[src/rtl/alu_pipe.sv]
// ---------------------------------------------------------------------------
// alu_pipe
//   Registered ALU between operand-fetch and writeback. Takes one operation
//   per valid/ready handshake and returns a registered result with flags.
//   Single-cycle ops (add/sub family, logic, NOT, NEG, illegal opcodes) have
//   a latency of one cycle. MUL is an unsigned shift-add multiply that takes
//   exactly WIDTH cycles from accept to out_valid. While it runs, in_ready
//   is held low.
//
// Parameters
//   WIDTH      operand/result width in bits (>= 4)
//   CNT_W      multiply step-counter width, 2**CNT_W > WIDTH
//
// Ports
//   clk        rising-edge clock
//   rst        asynchronous active-high reset
//   in_valid   opcode/a/b are valid this cycle
//   in_ready   block can accept an operation this cycle
//   opcode     5-bit operation select
//   a, b       operands (b unused by NOT/NEG)
//   out_valid  out/out_hi/flags/err hold a result
//   out_ready  consumer takes the result this cycle
//   out        result (low half for MUL)
//   out_hi     upper half of the MUL product, 0 for every other op
//   flag_z     out == 0 (cleared for illegal opcodes)
//   flag_n     out[WIDTH-1]
//   flag_c     carry (ADD/ADC), NOT borrow (SUB/SBB), out_hi != 0 (MUL)
//   flag_v     signed overflow of the add/sub family
//   err        opcode was illegal, out forced to 0
// ---------------------------------------------------------------------------
module alu_pipe #(
  parameter int WIDTH = 32,
  parameter int CNT_W = 6
) (
  input  logic             clk,
  input  logic             rst,
  input  logic             in_valid,
  output logic             in_ready,
  input  logic [4:0]       opcode,
  input  logic [WIDTH-1:0] a,
  input  logic [WIDTH-1:0] b,
  output logic             out_valid,
  input  logic             out_ready,
  output logic [WIDTH-1:0] out,
  output logic [WIDTH-1:0] out_hi,
  output logic             flag_z,
  output logic             flag_n,
  output logic             flag_c,
  output logic             flag_v,
  output logic             err
);

  localparam logic [4:0] OP_ADD  = 5'd0;
  localparam logic [4:0] OP_ADC  = 5'd1;
  localparam logic [4:0] OP_SUB  = 5'd2;
  localparam logic [4:0] OP_SBB  = 5'd3;
  localparam logic [4:0] OP_MUL  = 5'd4;
  localparam logic [4:0] OP_AND  = 5'd8;
  localparam logic [4:0] OP_OR   = 5'd9;
  localparam logic [4:0] OP_XOR  = 5'd10;
  localparam logic [4:0] OP_NAND = 5'd11;
  localparam logic [4:0] OP_NOR  = 5'd12;
  localparam logic [4:0] OP_XNOR = 5'd13;
  localparam logic [4:0] OP_NOT  = 5'd14;
  localparam logic [4:0] OP_NEG  = 5'd15;

  localparam logic [CNT_W-1:0] LAST_STEP = CNT_W'(WIDTH - 1);

  typedef enum logic {
    ST_IDLE,
    ST_MUL
  } state_t;

  state_t state;
  state_t state_next;

  // Carry register shared by the ADC/SBB chain.
  logic carry;

  // Multiplier working registers. The multiplicand shifts left and the
  // multiplier shifts right each step, so step k tests bit k of b and adds
  // a<<k without any variable bit-select.
  logic [2*WIDTH-1:0] ma_sh;
  logic [WIDTH-1:0]   mb_sh;
  logic [2*WIDTH-1:0] acc;
  logic [2*WIDTH-1:0] acc_next;
  logic [CNT_W-1:0]   cnt;

  logic accept;
  logic capture_single;
  logic capture_mul;

  // Single-cycle datapath results.
  logic [WIDTH-1:0] b_op;
  logic             cin;
  logic [WIDTH:0]   sum;
  logic             add_v;
  logic [WIDTH-1:0] res;
  logic             res_c;
  logic             res_v;
  logic             res_err;
  logic             res_arith;

  // Handshake: the block only takes new work when idle and the output
  // register is either empty or being emptied on this same edge.
  assign in_ready       = (state == ST_IDLE) && (!out_valid || out_ready);
  assign accept         = in_valid && in_ready;
  assign capture_single = accept && (opcode != OP_MUL);
  assign capture_mul    = (state == ST_MUL) && (cnt == LAST_STEP);

  // Add/sub family share one WIDTH+1 adder. opcode[1] selects inverted b
  // (SUB/SBB); opcode[0] selects the carry register as carry-in (ADC/SBB),
  // otherwise SUB gets +1 and ADD gets 0.
  always_comb begin
    b_op  = opcode[1] ? ~b : b;
    cin   = opcode[0] ? carry : opcode[1];
    sum   = {1'b0, a} + {1'b0, b_op} + {{WIDTH{1'b0}}, cin};
    add_v = (a[WIDTH-1] == b_op[WIDTH-1]) && (sum[WIDTH-1] != a[WIDTH-1]);
  end

  // Result selection for every op that completes in one cycle. Illegal
  // opcodes (including the reserved float slots) yield zero with err set.
  always_comb begin
    res       = '0;
    res_c     = 1'b0;
    res_v     = 1'b0;
    res_err   = 1'b0;
    res_arith = 1'b0;
    case (opcode)
      OP_ADD, OP_ADC, OP_SUB, OP_SBB: begin
        res       = sum[WIDTH-1:0];
        res_c     = sum[WIDTH];
        res_v     = add_v;
        res_arith = 1'b1;
      end
      OP_MUL: begin
        res = '0;
      end
      OP_AND:  res = a & b;
      OP_OR:   res = a | b;
      OP_XOR:  res = a ^ b;
      OP_NAND: res = ~(a & b);
      OP_NOR:  res = ~(a | b);
      OP_XNOR: res = ~(a ^ b);
      OP_NOT:  res = ~a;
      // NEG wraps naturally: 0 stays 0 and the most-negative value maps to
      // itself. No overflow or carry is reported.
      OP_NEG:  res = ~a + {{(WIDTH-1){1'b0}}, 1'b1};
      default: res_err = 1'b1;
    endcase
  end

  // One multiply step: conditionally add the shifted multiplicand.
  always_comb begin
    acc_next = acc + (mb_sh[0] ? ma_sh : '0);
  end

  // Next-state logic. MUL is entered on accept and left on its final step.
  always_comb begin
    state_next = state;
    case (state)
      ST_IDLE: if (accept && opcode == OP_MUL) state_next = ST_MUL;
      ST_MUL:  if (cnt == LAST_STEP)           state_next = ST_IDLE;
      default: state_next = ST_IDLE;
    endcase
  end

  // State register. Reset aborts any multiply in flight.
  always_ff @(posedge clk or posedge rst) begin
    if (rst) begin
      state <= ST_IDLE;
    end else begin
      state <= state_next;
    end
  end

  // Multiplier registers: loaded on accept, stepped every MUL cycle.
  always_ff @(posedge clk or posedge rst) begin
    if (rst) begin
      ma_sh <= '0;
      mb_sh <= '0;
      acc   <= '0;
      cnt   <= '0;
    end else if (state == ST_IDLE) begin
      if (accept && opcode == OP_MUL) begin
        ma_sh <= {{WIDTH{1'b0}}, a};
        mb_sh <= b;
        acc   <= '0;
        cnt   <= '0;
      end
    end else begin
      acc   <= acc_next;
      ma_sh <= ma_sh << 1;
      mb_sh <= mb_sh >> 1;
      cnt   <= cnt + {{(CNT_W-1){1'b0}}, 1'b1};
    end
  end

  // Output register and carry register. A capture always wins over a
  // drain, which lets drain and accept share a cycle. Without a capture the
  // result fields hold their value, so they stay stable under backpressure.
  always_ff @(posedge clk or posedge rst) begin
    if (rst) begin
      out_valid <= 1'b0;
      out       <= '0;
      out_hi    <= '0;
      flag_z    <= 1'b0;
      flag_n    <= 1'b0;
      flag_c    <= 1'b0;
      flag_v    <= 1'b0;
      err       <= 1'b0;
      carry     <= 1'b0;
    end else if (capture_single) begin
      out_valid <= 1'b1;
      out       <= res;
      out_hi    <= '0;
      flag_z    <= !res_err && (res == '0);
      flag_n    <= res[WIDTH-1];
      flag_c    <= res_c;
      flag_v    <= res_v;
      err       <= res_err;
      if (res_arith) carry <= res_c;
    end else if (capture_mul) begin
      out_valid <= 1'b1;
      out       <= acc_next[WIDTH-1:0];
      out_hi    <= acc_next[2*WIDTH-1:WIDTH];
      flag_z    <= (acc_next[WIDTH-1:0] == '0);
      flag_n    <= acc_next[WIDTH-1];
      flag_c    <= |acc_next[2*WIDTH-1:WIDTH];
      flag_v    <= 1'b0;
      err       <= 1'b0;
    end else if (out_ready) begin
      out_valid <= 1'b0;
    end
  end

endmodule

[config.mk]
export PLATFORM = sky130hd
export DESIGN_NAME = alu_pipe
export DESIGN_NICKNAME = d
export VERILOG_FILES = /design/src/rtl/alu_pipe.sv
export SDC_FILE = /design/constraint.sdc
export NUM_CORES = 1
export LEC_CHECK = 0
export ABC_AREA = 1
export CAP_MARGIN = 20
export CELL_PAD_IN_SITES_DETAIL_PLACEMENT = 0
export CELL_PAD_IN_SITES_GLOBAL_PLACEMENT = 1
export CORE_ASPECT_RATIO = 1.25
export CORE_MARGIN = 3
export CORE_UTILIZATION = 46
export CTS_CLUSTER_DIAMETER = 150
export CTS_CLUSTER_SIZE = 24
export DETAILED_ROUTE_END_ITERATION = 10
export GPL_TIMING_DRIVEN = 0
export PLACE_DENSITY_LB_ADDON = 0.1
export SLEW_MARGIN = 10
export SYNTH_ARGS = -nofsm -noshare
export SYNTH_HDL_FRONTEND = slang
export SYNTH_SLANG_ARGS = --single-unit
[constraint.sdc]
create_clock -name clk -period 21.8 [get_ports clk]
set_clock_uncertainty 0.1 [all_clocks]
set_input_delay 3.27 -clock clk [delete_from_list [all_inputs] [get_ports clk]]
set_output_delay 3.27 -clock clk [all_outputs]
set_load 0.01 [all_outputs]
## Word-level counts from Yosys, hierarchy flattened

Index checks and enable logic that the tools add are counted.

| operators by class | value |
|---|---|
| add/subtract/negate cells | 5 |
| reduce and logical (&&, ||, !) cells | 19 |
| multiplexer cells | 35 |
| equal/unequal tests | 16 |
| bitwise logic cells | 9 |

Operator list:

| kind | number |
|---|---|
| 2-to-1 mux 64 bit | 5 |
| one-hot mux 32 bit (9 select lines) | 1 |
| 2-to-1 mux 32 bit | 7 |
| inverter 32 bit | 5 |
| adder 64 bit | 1 |
| zero test 32 bit | 2 |
| equality test 5 x 4 -> 1 bit (second input constant) | 8 |
| adder 32 x 32 -> 33 bit | 1 |
| adder 33 x 1 -> 33 bit | 1 |
| adder 32 x 1 -> 32 bit (second input constant) | 1 |
| AND 32 bit | 1 |
| bitwise OR 32 bit | 1 |
| OR reduction 32 bit | 1 |
| bitwise XOR 32 bit | 1 |
| 2-to-1 mux 1 bit | 19 |
| OR reduction 13 bit | 1 |
| 2-to-1 mux 6 bit | 2 |
| equality test 5 x 2 -> 1 bit (second input constant) | 2 |
| logical AND 1 bit | 7 |
| adder 6 x 1 -> 6 bit (second input constant) | 1 |
| equality test 6 x 5 -> 1 bit (second input constant) | 1 |
| equality test 5 x 1 -> 1 bit (second input constant) | 1 |
| equality test 5 x 3 -> 1 bit (second input constant) | 1 |
| zero test 5 bit | 1 |
| 11 further kinds | 12 |

| storage, ports and cells | value |
|---|---|
| bits in registers | 238 |
| output and inout port bits | 71 |

## Depth between registers and ports, before layout

Gate-level depths: netlist of run 1.

| depth | value |
|---|---|
| depth after elaboration | 8 |
| mapped depth | 26 |
| gate-level depth less buffers | 24 |

## Worst setup path after synthesis of run 1

OpenSTA, ideal clock, no wires.

| timing path | value |
|---|---|
| path kind | input -> output |
| start point | input out_ready |
| end point | output in_ready |
| buffers on the path | 0 |
| slack | 14.947 ns |
| data arrival time | 3.483 ns |
| stages on the path | 2 |
| data required time | 18.430 ns |
| cells stage by stage | nor2_1 > nor2_1 |

| between the ends | value |
|---|---|
| longest elaborated chain between the ends | 2 |

Ends and longest elaborated chain:

| what | line | RTL |
|---|---|---|
| start, declared | 43 | `input logic out_ready,` |
| logical OR 1 bit | 106 | `assign in_ready = (state == ST_IDLE) && (!out_valid \|\| out_ready);` |
| logical AND 1 bit | 106 |  |
| end, declared | 38 | `output logic in_ready,` |

No other way between the ends.

## Worst setup path in the final report of run 1

Ends and elaborated chain as after synthesis.

==> results of run 1 <==
## power breakdown
| group | internal (mW) | switching [mW] | total (mW) |
|---|---|---|---|
| clock | 0.110 | 0.156 | 0.266 |
| combinational | 0.745 | 1.78 | 2.52 |
| sequential | 0.617 | 0.144 | 0.760 |
| total | 1.47 | 2.08 | 3.55 |
## path summary, 6_finish.rpt
| kind | end | slack, ns | depth (start not counted) |
|---|---|---|---|
| max reg2reg | flag_c | 16.70 | 20 |
| max | in_ready | 13.96 | 4 |
| min reg2reg | out_hi[8] | 0.40 | 2 |
| min in group asynchronous | acc[8] | 3.05 | 2 |
| max in group asynchronous | mb_sh[22] | 17.21 | 4 |
| min | out_hi[8] | 0.40 | 2 |
## layer usage
layer / GRT usage / vias to the layer above
li1: - / 11794
met1: 0.418 / 11493
met2: 0.652 / 1014
met3: 0.0341 / 321
met4: 0.275 / 2
met5: 0 / -
## worst max-delay path: stages
cell	delay, ns
clkdlybuf4s50_1	0.47
nor2_1	0.05
nor2_1	0.12
clkdlybuf4s50_1	0.56
## final cells by class
| class | instances | area, um^2 |
|---|---|---|
| fill | 5048 | 22600 |
| multi-input combinational | 2650 | 13200 |
| sequential | 237 | 5930 |
| inverter | 701 | 2640 |
| timing repair buffer | 144 | 1480 |
| tap | 637 | 797 |
| buffer | 91 | 389 |
| clock buffer | 13 | 325 |
| clock inverter | 2 | 13.8 |
## kinds of logic after synthesis
family / synth area share
XOR/XNOR: 0.0261
buffers and inverters: 0.136
adder cells (fa/ha/maj): 0.0930
AND/OR/NAND/NOR: 0.357
flip-flops: 0.267
AO/OA/AOI/OAI: 0.121
## registers in the layout (all words and copies together), names as in the netlist, 6 cells and up
name    count
out        32
acc        64
out_hi     32
cnt         6
ma_sh      64
mb_sh      32
## through the flow
stage	utilization	area, um^2	worst slack, ns	instances
after detailed placement	0.516	24500	13.96	4460
final	0.523	24800	13.96	4475
after CTS	0.523	24800	13.96	4475
after global routing	0.523	24800	13.89	4475
after floorplan	-	22200	11.93	3679
after global placement	0.514	24400	8.97	4458
## cell usage in the layout, fill, tap and decap left out, types with 51 or more instances in the layout
cell type / count
a21oi_1: 110
clkdlybuf4s50_1: 142
ha_1: 160
nor2_1: 403
nand3_1: 184
o21ai_0: 170
nand2_1: 1249
inv_1: 690
dfrtp_1: 237
clkbuf_1: 51
o22ai_1: 86
==> results.tsv, run 1 <==
metric	value	unit
synth-seq-cells	237	
synth_most_common_cell	nand2_1	
holdWs	0.396	ns
drc	0	
dp_hpwl	81200	um
worstSetupPathType	in -> out	
port_buffers	142	
wirelength	97000	um
seq_area_frac_synth	0.267	
path_clk_slew	0.11	ns
crit_start	out_ready	
power_density	143	nW/um^2
gp_congestion	1.02	
dr.pass1.iters	6	
path_max_fanout	2	
yosysTopAreaCell	dfrtp_1	
viasPerCell	5.50	
crit_arrival	4.47	ns
numCtsBuffers	13	
dieArea	50900	um^2
synth_edf_count	0	
worstHoldStart	out_hi[8]	
worstMarginPinSlew	1.10	ns
syn_area_per_cell	6.03	um^2
die_h	251	um
synthesis.area	22200	um^2
timing.final.crit_share	0.360	
vias	24624	
total_power	3.55	mW
drt_iter0_markers	2092	
grt_pass1_wl	143000	um
hp-class	reg -> reg	
synth_largest_type_area_fraction	0.267	
hold_viol_final	0	
core_area	47400	um^2
fmax	0.128	GHz
yosysWarnings	0	
cts_sinks	237	
met2_length	46500	um
status	completed	
clk_path_buf_depth	3	
synth_cells	3679	
startpoint_type	input port	
grt_usage	0.370	
htree_levels	1	
num_rows	89	
clk_latency	0.51	ns
cts_root_buf	clkbuf_16	
cts_tree	built	
ctsHoldBuffers	0	
rsz0062_at_grt	false	
grt_overflow	0	
highest_layer	met5	
syn-num-nets	3915	
finalMaxSlewViolations	0	
setup_viol	0	
maxCapViolCount	0	
cp.required	18.43	ns
synth_common_cells	nand2_1 (1249), inv_1 (691), nor2_1 (403)	
initial_core_util	0.468	
nNetsFinal	4074	
antenna_found_initial	1	
drive_above_1_share	0.0211	
postCtsSetupBuffers	0	
grt_pass1_vias	24071	
ys_top_cells_by_area	dfrtp_1 (27%), nand2_1 (21%), inv_1 (12%)	
wl_per_cell	21.7	um
synth_cell_types	49	
ant_nets	0	
met3_length	5260	um
p_leak	13.6	nW
grt_max_degree	120	
cts-resized-gates	0	
wl_met1	36200	um
layout_min_cycle_time	7.84	ns
area_delta_synth_final	11.8	%
ir_drop	0.0689	mV
die_w	202	um
async_flop_share	1.00	
synth_top_flop_cell	dfrtp_1	
crit_path_end_kind	output port	
final.setup.tns	0	ns
maxSlewHeadroom	0.257	
reg2reg_from	mb_sh[0]	
ios	144	
n_antenna_cell	0	
No activity file was read; power rests on OpenSTA's default activity.
==> inputs of run 2 (changes only) <==
- CORE_UTILIZATION: 46 -> 43
- clock period: 21.8 -> 7.8 ns (I/O delays scaled with it)
==> run 2 against run 1 <==
  * Clock power grew to 2.8 times the previous value
  * Setup slack worse by 11 ns
  * Critical endpoint is now flag_c
  * Sequential share of layout area hardly changed
  * First-iteration DRC count is 23% lower
  * Global-route usage is 1.9 points lower
  * Cell area hardly changed
  * Largest cell class unchanged
  * Core utilization is 3.4 points lower
==> results.tsv, run 2 (synthesis results as in run 1) <==
metric	value	unit
status	completed	
p_int	4.11	mW
grt_pass1_vias	23881	
postCtsSetupBuffers	0	
worstSetupPathType	reg -> reg	
nNetsFinal	4074	
gp_congestion	1.02	
ant_nets	0	
dr.pass1.iters	6	
final_cell_mix	nand2_1 (1249), inv_1 (690), nor2_1 (403)	
cts_tree	built	
startpoint_type	flip-flop	
critical_path.most_common_cell	nand2_1	
maxCapViolCount	0	
p_leak	13.6	nW
viasPerCell	5.42	
worstMarginPinSlew	1.22	ns
hp-class	reg -> reg	
grtUsageMet3	0.0305	
top_regs	acc: 64 flops, ma_sh: 64 flops	
numCtsBuffers	13	
cts_root_buf	clkbuf_16	
die_w	209	um
drive_above_1_share	0.0208	
finalMaxSlewViolations	0	
grt_usage	0.352	
ir_drop	0.205	mV
grtUsageMet1	0.397	
ios	144	
fin_util	0.489	
grt_busiest_layer	met2	
clk_path_buf_depth	3	
setup_viol	0	
switching_share	0.584	
crit_path_end_kind	flip-flop	
p_sw	5.78	mW
cts_sinks	237	
power_density	398	nW/um^2
die_h	260	um
n_antenna_cell	0	
placed_area	24500	um^2
cp_slowest_cell	clkbuf_1	
wl_per_cell	21.8	um
grt_max_degree	106	
dpl_worst_slack	2.46	ns
cts-resized-gates	0	
antenna_found_initial	0	
path_max_fanout	10	
stdcell_count	4495	
clk_latency	0.51	ns
num_rows	92	
reg2regPathDepth	25	
finalInstanceArea	24800	um^2
hold_viol_final	0	
cp.required	8.09	ns
drt_iter0_markers	1610	
holdPathStages	2	
ctsHoldBuffers	0	
core_area	50800	um^2
crit_arrival	5.38	ns
dieArea	54400	um^2
dp_hpwl	82600	um
timing.final.crit_share	0.652	
drc	0	
path_clk_slew	0.12	ns
wirelength	97900	um
final_common_cell	nand2_1	
clockPowerShare	0.075	
grt_pass1_wl	144000	um
fmax	0.197	GHz
grt_overflow	0	
rsz0062_at_grt	false	
comb_power_share	0.710	
vias	24355	
layout_min_cycle_time	5.09	ns
area_delta_synth_final	11.9	%
initial_core_util	0.437	
setup_slack	2.71	ns
final.setup.tns	0	ns
p_seq_frac	0.215	
met2_usage	0.632	
slowest_delay	0.70	ns
port_buffers	142	
htree_levels	1	
maxSlewHeadroom	0.179	
dp_cells	4481	
==> run 2: cell count changes in the layout (fill, tap and decap cells not counted), sizes merged <==
cell,previous run,this run
inv,701,700
==> run 2: cell type report <==
cell class                      count  area (um^2)
Buffer                             91          389
Clock buffer                       13          325
Clock inverter                      1         5.00
Fill cell                        5437        25900
Inverter                          701         2640
Multi-Input combinational cell   2650        13200
Sequential cell                   237         5930
Tap cell                          658          823
Timing Repair Buffer              144         1480
==> run 2: critical path: cells and delay by family, from the launching register on <==
kind / cells / cell delay, ns
compound gates: 1 / 0.07
simple gates: 19 / 2.39
fa+ha+maj: 2 / 0.70
buf+inv: 3 / 1.15
flops: 1 / 0.53
==> run 2: per-layer routing <==
| metal | routed length (um) | vias up |
|---|---|---|
| li1 | - | 11801 |
| met1 | 37200 | 11470 |
| met2 | 47900 | 799 |
| met3 | 4650 | 285 |
| met4 | 8160 | 0 |
| met5 | 0 | - |
==> run 2: path summary, 6_finish.rpt <==
kind	slack, ns	to	start
setup / recovery	2.71	flag_c	mb_sh[0]
hold / removal	0.40	out_hi[27]	out_hi[27]
setup reg to reg	2.71	flag_c	mb_sh[0]
hold reg to reg	0.40	out_hi[27]	out_hi[27]
max in group asynchronous	5.33	out_hi[16]	rst
min in group asynchronous	0.91	acc[6]	rst
==> run 2: per-stage QoR <==
step | hold WS [ns] | power [mW]
after floorplan | 0.353 | 6.49
after global placement | 0.369 | 8.92
after detailed placement | 0.373 | 9.02
after CTS | 0.401 | 9.77
after global routing | 0.419 | 10.7
final | 0.399 | 9.89
==> run 2: power by group through the flow <==
stage | combinational, mW | sequential [mW] | clock [mW]
after floorplan | 4.50 | 2.00 | 0
after global placement | 6.80 | 2.11 | 0
after detailed placement | 6.89 | 2.13 | 0
after CTS | 6.92 | 2.11 | 0.747
after global routing | 7.79 | 2.16 | 0.780
final | 7.02 | 2.13 | 0.738
==> inputs of run 3 (changes only) <==
- CORE_UTILIZATION: 43 -> 39
- clock period: 7.8 -> 4.19 ns (I/O delays scaled with it)
==> run 3 against run 2 <==
  * Via count fell by 1.8%
  * Cell area rose by 1.3%
  * Combinational power rose by 87%
  * Sequential share of layout area fell by 0.30 points
  * Setup slack got worse by 2.6 ns
  * Die area rose by 10%
  * Core utilization fell by 4.1 points
  * Power rose by 89%
  * Routed wire length fell by 1.3%
  * Hold slack got worse by 0.11 ns
  * Flip-flop and latch count did not move
  * Sequential power rose by 85%
  * Highest routed layer is now met5
==> results.tsv, run 3 (synthesis results as in run 1) <==
metric	value	unit
antenna_found_initial	1	
cp_slowest_cell	dfrtp_4	
worstMarginPinSlew	1.09	ns
fillCellCount	6326	
timing.final.crit_share	0.965	
setup_viol	0	
ir_drop	0.419	mV
p_leak	13.7	nW
path_max_fanout	11	
port_buffers	142	
grt_usage	0.317	
num_rows	97	
wl_per_cell	21.1	um
multi_input_area	13300	um^2
dr.pass1.iters	5	
drt_iter0_markers	1572	
initial_core_util	0.395	
vias	23911	
maxCapViolCount	0	
cts_root_buf	clkbuf_16	
final_common_cell	nand2_1	
clk_path_buf_depth	3	
status	completed	
crit_path_end_kind	flip-flop	
setup_slack	0.147	ns
path_clk_slew	0.10	ns
wirelength	96700	um
nNetsFinal	4080	
gp_congestion	0.988	
cp.required	4.50	ns
critical_path.most_common_cell	nand2_1	
die_h	273	um
grt_pass1_wl	142000	um
grt_overflow	0	
slowest_delay	0.60	ns
finalMaxSlewViolations	0	
drive_above_1_share	0.0283	
dieArea	59800	um^2
p_int	7.79	mW
htree_levels	1	
switching_share	0.582	
area_delta_synth_final	13.4	%
fmax	0.247	GHz
grt_max_degree	37	
dpl_worst_slack	-0.725	ns
die_w	219	um
placed_area	24700	um^2
top_regs	acc: 64 flops, ma_sh: 64 flops	
p_sw	10.8	mW
comb_power_share	0.705	
numCtsBuffers	14	
rsz0062_at_grt	false	
cts_sinks	237	
dp_hpwl	81700	um
maxSlewHeadroom	0.275	
finalInstanceArea	25100	um^2
drc	0	
core_area	56200	um^2
ant_nets	0	
p_seq_frac	0.211	
clk_latency	0.52	ns
power_density	741	nW/um^2
final_cell_mix	nand2_1 (1244), inv_1 (690), nor2_1 (397)	
hp-class	in -> async	
layout_min_cycle_time	4.04	ns
startpoint_type	flip-flop	
cts_tree	built	
grt_pass1_vias	23022	
crit_chain	clkbuf_2, nand2_1, inv_1, ha_1, fa_2, nand3_1, nand3_1, nand2_1, nand2_1, nand2_1, nand2_1, nand2_1, nand4_1, nand2_2, nand2_1, nor2_1, nand2_1, nor2_2, nand2_1, nand2_1, a21oi_1	
ctsHoldBuffers	0	
postCtsSetupBuffers	0	
worstSetupPathType	reg -> reg	
crit_arrival	4.35	ns
hold_viol_final	0	
viasPerCell	5.21	
ios	144	
seqCellArea	5930	um^2
clockPowerShare	0.084	
-- run 3: cell count changes in the layout (fill, tap and decap cells not counted), moves of 2 or more --
cell       previous run  this run
buf_12                0         7
buf_16                2         0
clkbuf_1             51        47
clkbuf_16            13        15
clkbuf_2              0         4
nand2_1            1249      1244
nand2_2               6        11
nand3_1             184       182
nand3_2               1         3
nor2_1              403       397
nor2_2                9        14
-- run 3: power by group through the flow --
stage          Sequential (mW)  Clock, mW  Combinational [mW]
3_5_place_dp              3.93          0                13.0
3_3_place_gp              3.93          0                12.9
5_1_grt                   4.02       1.65                14.6
4_1_cts                   3.92       1.59                13.0
2_1_floorplan             3.72          0                8.38
6_report                  3.94       1.56                13.1
-- run 3: worst paths after layout --
path / depth (start not counted) / slack [ns] / end / start
worst min-delay path: 2 / 0.29 / acc[7] / rst
worst max-delay path: 21 / 0.15 / flag_c / mb_sh[0]
max in group asynchronous: 6 / 2.44 / mb_sh[0] / rst
min in group clk: 2 / 0.39 / out_hi[20] / out_hi[20]
worst max register to register: 21 / 0.15 / flag_c / mb_sh[0]
worst min register to register: 2 / 0.39 / out_hi[20] / out_hi[20]
-- run 3: final cells by class --
cell class / count / share of cell area
inverter: 701 / 0.105
antenna: 1 / 0.0000995
clock inverter: 2 / 0.00109
multi-input combinational: 2650 / 0.528
buffer: 90 / 0.0155
clock buffer: 16 / 0.0155
tap: 742 / 0.0369
timing repair buffer: 150 / 0.0624
sequential: 237 / 0.236
-- run 3: stage by stage --
step / hold slack (ns) / total power [mW] / instances / utilization / setup TNS, ns
CTS: 0.283 / 18.5 / 4588 / 0.447 / 0
floorplan: 0.353 / 12.1 / 3679 / - / 0
global route: 0.305 / 20.3 / 4588 / 0.448 / 0
finish: 0.289 / 18.6 / 4589 / 0.448 / 0
detailed placement: 0.372 / 16.9 / 4571 / 0.439 / -1.53
global placement: 0.364 / 16.8 / 4563 / 0.437 / -417.52
-- run 3: critical path, delay by kind of cell (launching register included) --
family | cells | cell delay, ns
buffers and inverters | 2 | 0.27
DFF | 1 | 0.60
AOI/OAI and AO/OA | 1 | 0.07
adders and majority gates | 2 | 0.71
and+or+nand+nor | 16 | 2.17
-- run 3: layer usage --
layer | vias to the layer above | wire [um] | GRT usage
met5 | - | 11 | 0
met4 | 2 | 7450 | 0.198
met3 | 204 | 4110 | 0.0208
met2 | 702 | 46600 | 0.555
met1 | 11161 | 38500 | 0.377
li1 | 11842 | - | -
-- run 3: repair_timing --
item                                    4_1_cts  5_1_grt
endpoints found under the setup margin        5        2
pin swaps                                     0        0
gates resized for setup                       6       16
endpoints found under the hold margin         0        0
